## src/rtl/gun_link_pkg.sv

```systemverilog
// Shared frame constants and state encodings for the light-gun serial link.
package gun_link_pkg;

   localparam logic [7:0]  SYNC_BYTE   = 8'hA5;
   localparam int unsigned FRAME_BYTES = 5;

   typedef enum logic [1:0] {IDLE, START, DATA, STOP} rx_state_t;

   typedef enum logic [2:0] {HUNT, GOT_SYNC, GOT_B1, GOT_B2, GOT_B3} parse_state_t;

endpackage

```

## src/rtl/uart_rx_byte.sv

```systemverilog
// 8N1 LSB-first byte receiver with a 2-flop input synchronizer.
module uart_rx_byte
   import gun_link_pkg::*;
#(
   parameter int unsigned CLKS_PER_BIT = 434
) (
   input  logic       Clk,
   input  logic       Reset_n,
   input  logic       rx,
   output logic [7:0] rx_byte,
   output logic       byte_valid,
   output logic       frame_err
);

   localparam int unsigned CW = $clog2(CLKS_PER_BIT + 1);
   localparam logic [CW-1:0] HALF_M1 = CW'(CLKS_PER_BIT / 2 - 1);
   localparam logic [CW-1:0] BIT_M1  = CW'(CLKS_PER_BIT - 1);

   logic            rx_m, rx_s;
   rx_state_t       state_q, state_d;
   logic [CW-1:0]   cnt_q, cnt_d;
   logic [2:0]      bit_q, bit_d;
   logic [7:0]      sh_q, sh_d;
   logic            bv_q, bv_d, fe_q, fe_d;

   always_ff @(posedge Clk or negedge Reset_n) begin
      if (!Reset_n) begin
         rx_m    <= 1'b1;
         rx_s    <= 1'b1;
         state_q <= IDLE;
         cnt_q   <= '0;
         bit_q   <= '0;
         sh_q    <= '0;
         bv_q    <= 1'b0;
         fe_q    <= 1'b0;
      end else begin
         rx_m    <= rx;
         rx_s    <= rx_m;
         state_q <= state_d;
         cnt_q   <= cnt_d;
         bit_q   <= bit_d;
         sh_q    <= sh_d;
         bv_q    <= bv_d;
         fe_q    <= fe_d;
      end
   end

   always_comb begin
      state_d = state_q;
      cnt_d   = cnt_q + CW'(1);
      bit_d   = bit_q;
      sh_d    = sh_q;
      bv_d    = 1'b0;
      fe_d    = 1'b0;
      case (state_q)
         IDLE: begin
            cnt_d = '0;
            if (!rx_s) state_d = START;
         end
         START: begin
            // Mid start bit: a line already back high was only a glitch
            if (cnt_q == HALF_M1) begin
               cnt_d   = '0;
               bit_d   = '0;
               state_d = rx_s ? IDLE : DATA;
            end
         end
         DATA: begin
            if (cnt_q == BIT_M1) begin
               cnt_d = '0;
               sh_d  = {rx_s, sh_q[7:1]};
               bit_d = bit_q + 3'd1;
               if (bit_q == 3'd7) state_d = STOP;
            end
         end
         STOP: begin
            if (cnt_q == BIT_M1) begin
               cnt_d   = '0;
               state_d = IDLE;
               bv_d    = rx_s;
               fe_d    = !rx_s;
            end
         end
         default: state_d = IDLE;
      endcase
   end

   assign rx_byte    = sh_q;
   assign byte_valid = bv_q;
   assign frame_err  = fe_q;

endmodule

```

## src/rtl/gun_link_rx.sv

```systemverilog
// Light-gun link receiver: frames, checksums, clamps and edge-detects gun
// coordinate packets before they reach the cursor/shot logic.
module gun_link_rx
   import gun_link_pkg::*;
#(
   parameter int unsigned CLKS_PER_BIT = 434,
   parameter int unsigned GAP_CYCLES   = 21700,
   parameter int unsigned LINK_TIMEOUT = 2500000,
   parameter int unsigned X_MAX        = 319,
   parameter int unsigned Y_MAX        = 479
) (
   input  logic       Clk,
   input  logic       Reset_n,
   input  logic       rx,
   output logic [8:0] cursor_x,
   output logic [8:0] cursor_y,
   output logic       shot,
   output logic       link_up,
   output logic [7:0] frame_err_cnt
);

   localparam int unsigned GW = $clog2(GAP_CYCLES + 2);
   localparam int unsigned TW = $clog2(LINK_TIMEOUT + 1);
   localparam logic [8:0] X_LIM = 9'(X_MAX);
   localparam logic [8:0] Y_LIM = 9'(Y_MAX);

   logic [7:0]   rx_byte;
   logic         byte_valid, rx_ferr;
   parse_state_t pstate_q, pstate_d;
   logic [7:0]   b1_q, b2_q, b3_q;
   logic [GW-1:0] gap_q;
   logic [TW-1:0] timer_q;
   logic         trig_hist_q;
   logic         commit, reject, gap_exp, xor_ok;
   logic [8:0]   x_raw, y_raw;

   uart_rx_byte #(.CLKS_PER_BIT(CLKS_PER_BIT)) u_rx (
      .Clk        (Clk),
      .Reset_n    (Reset_n),
      .rx         (rx),
      .rx_byte    (rx_byte),
      .byte_valid (byte_valid),
      .frame_err  (rx_ferr)
   );

   assign xor_ok  = (rx_byte == (b1_q ^ b2_q ^ b3_q));
   assign gap_exp = (gap_q >= GW'(GAP_CYCLES)) && !byte_valid;
   assign x_raw   = {b1_q[0], b2_q};
   assign y_raw   = {b1_q[1], b3_q};

   always_comb begin
      pstate_d = pstate_q;
      commit   = 1'b0;
      reject   = 1'b0;
      if (pstate_q != HUNT && (rx_ferr || gap_exp)) begin
         reject   = 1'b1;
         pstate_d = HUNT;
      end else if (byte_valid) begin
         case (pstate_q)
            HUNT:     if (rx_byte == SYNC_BYTE) pstate_d = GOT_SYNC;
            GOT_SYNC: begin
               if (rx_byte[6:2] != '0) begin
                  reject   = 1'b1;
                  pstate_d = HUNT;
               end else begin
                  pstate_d = GOT_B1;
               end
            end
            GOT_B1:   pstate_d = GOT_B2;
            GOT_B2:   pstate_d = GOT_B3;
            GOT_B3: begin
               pstate_d = HUNT;
               commit   = xor_ok;
               reject   = !xor_ok;
            end
            default:  pstate_d = HUNT;
         endcase
      end
   end

   always_ff @(posedge Clk or negedge Reset_n) begin
      if (!Reset_n) begin
         pstate_q      <= HUNT;
         b1_q          <= '0;
         b2_q          <= '0;
         b3_q          <= '0;
         gap_q         <= '0;
         timer_q       <= '0;
         trig_hist_q   <= 1'b0;
         cursor_x      <= '0;
         cursor_y      <= '0;
         shot          <= 1'b0;
         link_up       <= 1'b0;
         frame_err_cnt <= '0;
      end else begin
         pstate_q <= pstate_d;
         if (byte_valid) begin
            case (pstate_q)
               GOT_SYNC: b1_q <= rx_byte;
               GOT_B1:   b2_q <= rx_byte;
               GOT_B2:   b3_q <= rx_byte;
               default:  ;
            endcase
         end
         // Gap is measured from the last accepted byte; it restarts with every byte
         if (pstate_q == HUNT || byte_valid) gap_q <= '0;
         else                                gap_q <= gap_q + GW'(1);

         if (reject && frame_err_cnt != 8'hFF) frame_err_cnt <= frame_err_cnt + 8'd1;

         shot <= commit && b1_q[7] && !trig_hist_q;
         if (commit) begin
            cursor_x    <= (x_raw > X_LIM) ? X_LIM : x_raw;
            cursor_y    <= (y_raw > Y_LIM) ? Y_LIM : y_raw;
            trig_hist_q <= b1_q[7];
            timer_q     <= TW'(LINK_TIMEOUT);
            link_up     <= 1'b1;
         end else if (timer_q != '0) begin
            timer_q <= timer_q - TW'(1);
            if (timer_q == TW'(1)) begin
               link_up     <= 1'b0;
               trig_hist_q <= 1'b0;
            end
         end
      end
   end

endmodule

```

## config.mk

```make
export PLATFORM = sky130hd
export DESIGN_NAME = gun_link_rx
export DESIGN_NICKNAME = d
export VERILOG_FILES = /design/src/rtl/gun_link_pkg.sv /design/src/rtl/uart_rx_byte.sv /design/src/rtl/gun_link_rx.sv
export SDC_FILE = /design/constraint.sdc
export NUM_CORES = 1
export LEC_CHECK = 0
export CAP_MARGIN = 20
export CORE_MARGIN = 3
export CORE_UTILIZATION = 45
export CTS_CLUSTER_DIAMETER = 120
export DETAILED_ROUTE_END_ITERATION = 16
export GPL_ROUTABILITY_DRIVEN = 1
export PLACE_DENSITY_LB_ADDON = 0.12
export SLEW_MARGIN = 20
export SYNTH_ARGS = -nofsm -noshare
export SYNTH_HDL_FRONTEND = slang
export SYNTH_SLANG_ARGS = --single-unit
```

## constraint.sdc

```tcl
create_clock -name Clk -period 2.1 [get_ports Clk]
set_input_delay 0.21 -clock Clk [delete_from_list [all_inputs] [get_ports Clk]]
set_output_delay 0.21 -clock Clk [all_outputs]
set_load 0.01 [all_outputs]
```

==> results.yml <==
synthesis:
  synth.avg_cell_area_um2: 10.7
  netlist_top_cells_area: "dfrtp_1 51%, xnor2_1 6.4%, mux2_2 6.1%"
  ys_ff_latch: 119
  synth_edf_count: 0
  yosys.area_share.simple_pct: 17.0
  synth-compound-area-share_pct: 7.48
  postSynth.topFlopCell: "dfrtp_1"
  synth_cell_types: 53
  synth_xor_xnor_area_share_pct: 9.82
  synth_fa_ha_area_share_pct: 3.29
  async_reset_ff_share_pct: 100
  proportion_of_synthesized_chip_area_in_sequential_cells_pct: 52.2
  top_cells_by_instance_count_after_synthesis: "117 x dfrtp_1, 67 x nor2_1, 43 x nand2_1, 42 x xnor2_1, 31 x mux2_2"
  synth.net_count: 551
  synth_most_common_cell: "dfrtp_1"
  gate_count_post_synth: 533
  synthDominantAreaCellType: "dfrtp_1"
  mappedNetlistArea_um2: 5710
  yosysWarnings: 0
  post-synth-top-area-fraction_pct: 51.3
  main_combinational_cell_family_by_area_after_synthesis: "simple AND/OR/NAND/NOR gates"
  yosys-mux-area-fraction_pct: 6.69
min_path:
  hold_path_end: "u_rx.rx_m"
  worstHoldStart: "rx"
  min_path_cells: 1
  hold_class: "in2reg"
finish:
  final_core_util_pct: 60.0
  area_growth_pct: 28.4
  fraction_of_layout_cells_with_a_size_suffix_above_1_pct: 24.3
  antenna-diode-count: 0
  final_area_um2: 7330
  num-fill-cells: 1053
  final_net_count: 642
drt:
  dr_wl_met3_um: 444
  drt_iter0_drcs: 253
  postRouteWirelength_um: 11800
  drt-vias-per-instance: 5.01
  routedLengthMet1_um: 5600
  route.antenna.remaining_nets: 0
  detail_route.drc_violations: 0
  number_of_iterations_in_the_first_detailed_routing_pass: 4
  number_of_vias_after_detailed_routing: 4035
  post_drt_wl_per_cell_um: 14.6
  met2WireLength_um: 5590
  highest_signal_layer_in_the_routed_design: "met4"
cts:
  clock-sinks: 119
  max_root_sink_buffers: 2
  clkLatencyLatePin_ps: 410
  cts-buffers-inserted: 17
  cts.root.buffer_cell: "clkbuf_16"
  cts.htree.levels: 4
  cts_tree: "yes"
  cts.clk_slew.worst_paths_ps: 50
power:
  netSwitchingFraction_pct: 19.5
  cell_internal_power_dissipation_uw: 4250
  power.density_nw_per_um2: 721
  clock_power_share_pct: 55.3
  power_frac_comb_pct: 1.1
  vdd_drop_max_mv: 0.517
  p_sw_uw: 1030
  static-leakage-power_uw: 0.00347
  seqPwrFrac_pct: 43.6
worst_setup_path:
  timing.rr.end: "timer_q[17]"
  worstReg2RegStart: "timer_q[18]"
  worstSetupStartpointType: "flop"
  slowest_delay_ps: 550
  ff2ff_setup_slack_ps: 10
  crit_fanout: 12
  crit_type: "reg2reg"
  worst-r2r-cell-count: 7
  critical_path.slowest_cell: "or4_4"
  critPathArrivalTime_ps: 2390
  crit_path_end_kind: "flop"
  crit_path_cell_trace: "or4_4 -> or3_4 -> o31ai_4 -> buf_12 -> nor3_2 -> xnor2_1 -> nand2_1"
  timing.critical_path.required_ps: 2400
grt:
  track_usage_pct: 17.8
  first_global_vias: 4088
  global_route_wire_length_before_repair_um: 20200
  grt_start_max_net_pins: 39
  antenna_violations_before_repair: 0
  grt_overflow_total: 0
sta:
  total_count_of_max_transition_violations_in_the_final_report: 0
  final.setup_skew_ps: 8.22
  final.setup.tns_ps: 0
  fin_crit_sh_pct: 99.5
  finalSetupViolCount: 0
  postLayoutSetupSlackWorst_ps: 9.92
  timing_hold_violations_final: 0
  max_slew.worst_pin.slew_ps: 555
  final_period_minus_worst_setup_slack_ps: 2090
  achievable-frequency_mhz: 478
  relSlewSlack_pct: 62.9
  rsz0062_at_grt: "true"
place:
  place.detailed.hpwl_um: 8210
  port_buffers: 30
  gp_routability_congestion: 0.819
  dp_worst_setup_slack_ps: -6.57
  place_area_um2: 6560
floorplan:
  coreArea_um2: 12200
  chipHeight_um: 119
  start_util_pct: 46.7
  die_area_um2: 14100
  top_level_ports: 31
  floorplan.die.width_um: 119
  core.rowCount: 40
flow_run:
  cap_viol_max_count: 0
status:
  outcome: "finished, final reports clean"
## layer usage
layer  GRT usage (%)  vias up
met3            4.26        9
met4            6.73        0
met1            24.4     1954
met2            27.5       69
li1                -     2003
met5               0        -
## final cells by class
type / instances / area (um^2) / share of cell area [%]
Sequential cell: 119 / 2980 / 40.7
Clock buffer: 22 / 474 / 6.47
Tap cell: 168 / 210 / 2.87
Timing Repair Buffer: 90 / 817 / 11.1
Multi-Input combinational cell: 367 / 2610 / 35.6
Inverter: 29 / 109 / 1.49
Clock inverter: 10 / 125 / 1.71
## registers in the layout, summed over array words and instances (netlist names), 9 cells and up, named ones only
name,cells
u_rx.cnt_q,9
cursor_y,9
cursor_x,9
timer_q,22
gap_q,15
## power by group through the flow
stage          logic [uW]  clock network, uW  registers (uW)
2_1_floorplan       0.743                  0            2340
3_3_place_gp         60.6                  0            2340
3_5_place_dp         61.3                  0            2340
4_1_cts              62.7               2970            2300
5_1_grt              68.7               3090            2300
6_report             57.9               2920            2300
## critical path, delay by kind of cell, from the launching register on
kind / cells / cell delay [ps]
compound gates: 1 / 230
buf+inv: 1 / 170
flops: 1 / 380
simple gates: 4 / 1040
xor+xnor: 1 / 160
## through the flow
step                hold WS, ps  std cells  total power, uW
floorplan                 -85.6        533             2340
detailed placement          207        766             2400
CTS                         187        799             5340
global route                192        805             5460
finish                      201        805             5280
global placement            205        766             2400
## timing repair
item / in CTS / in global routing
hold buffers: 1 / 0
gates cloned: 0 / 1
resized for setup: 5 / 17
pin swaps: 1 / 11
endpoints found under the setup margin: 9 / 33
hold endpoints to repair: 31 / 0
buffers inserted: 0 / 5
## kinds of logic after synthesis
group | Yosys count
fa+ha+maj | 15
simple gates | 192
compound gates | 62
buf+inv | 47
flops | 119
xor+xnor | 64
mux | 34
## worst max path at each step
| stage | from | slack [ps] | end | depth (start not counted) |
|---|---|---|---|---|
| floorplan | gap_q[6] | 70 | frame_err_cnt[1] | 6 |
| global placement | u_rx.rx_byte[6] | 7 | cursor_y[5] | 9 |
| detailed placement | u_rx.rx_byte[6] | -7 | cursor_y[5] | 9 |
| CTS | gap_q[5] | -4 | shot | 6 |
| global route | timer_q[18] | -80 | timer_q[17] | 7 |
| finish | timer_q[18] | 10 | timer_q[17] | 7 |
## cell usage in the layout (no fill, tap or decap), drive strengths merged, types with 17 or more instances in the layout
cell type | netlist | final
clkbuf | 8 | 23
nand2 | 43 | 43
mux2 | 33 | 33
xor2 | 22 | 22
clkdlybuf4s50 | 0 | 29
dfrtp | 117 | 117
nor2 | 67 | 67
xnor2 | 42 | 42
buf | 10 | 59
inv | 29 | 29
nand3 | 17 | 17
Power figures use the tool's default switching activity.
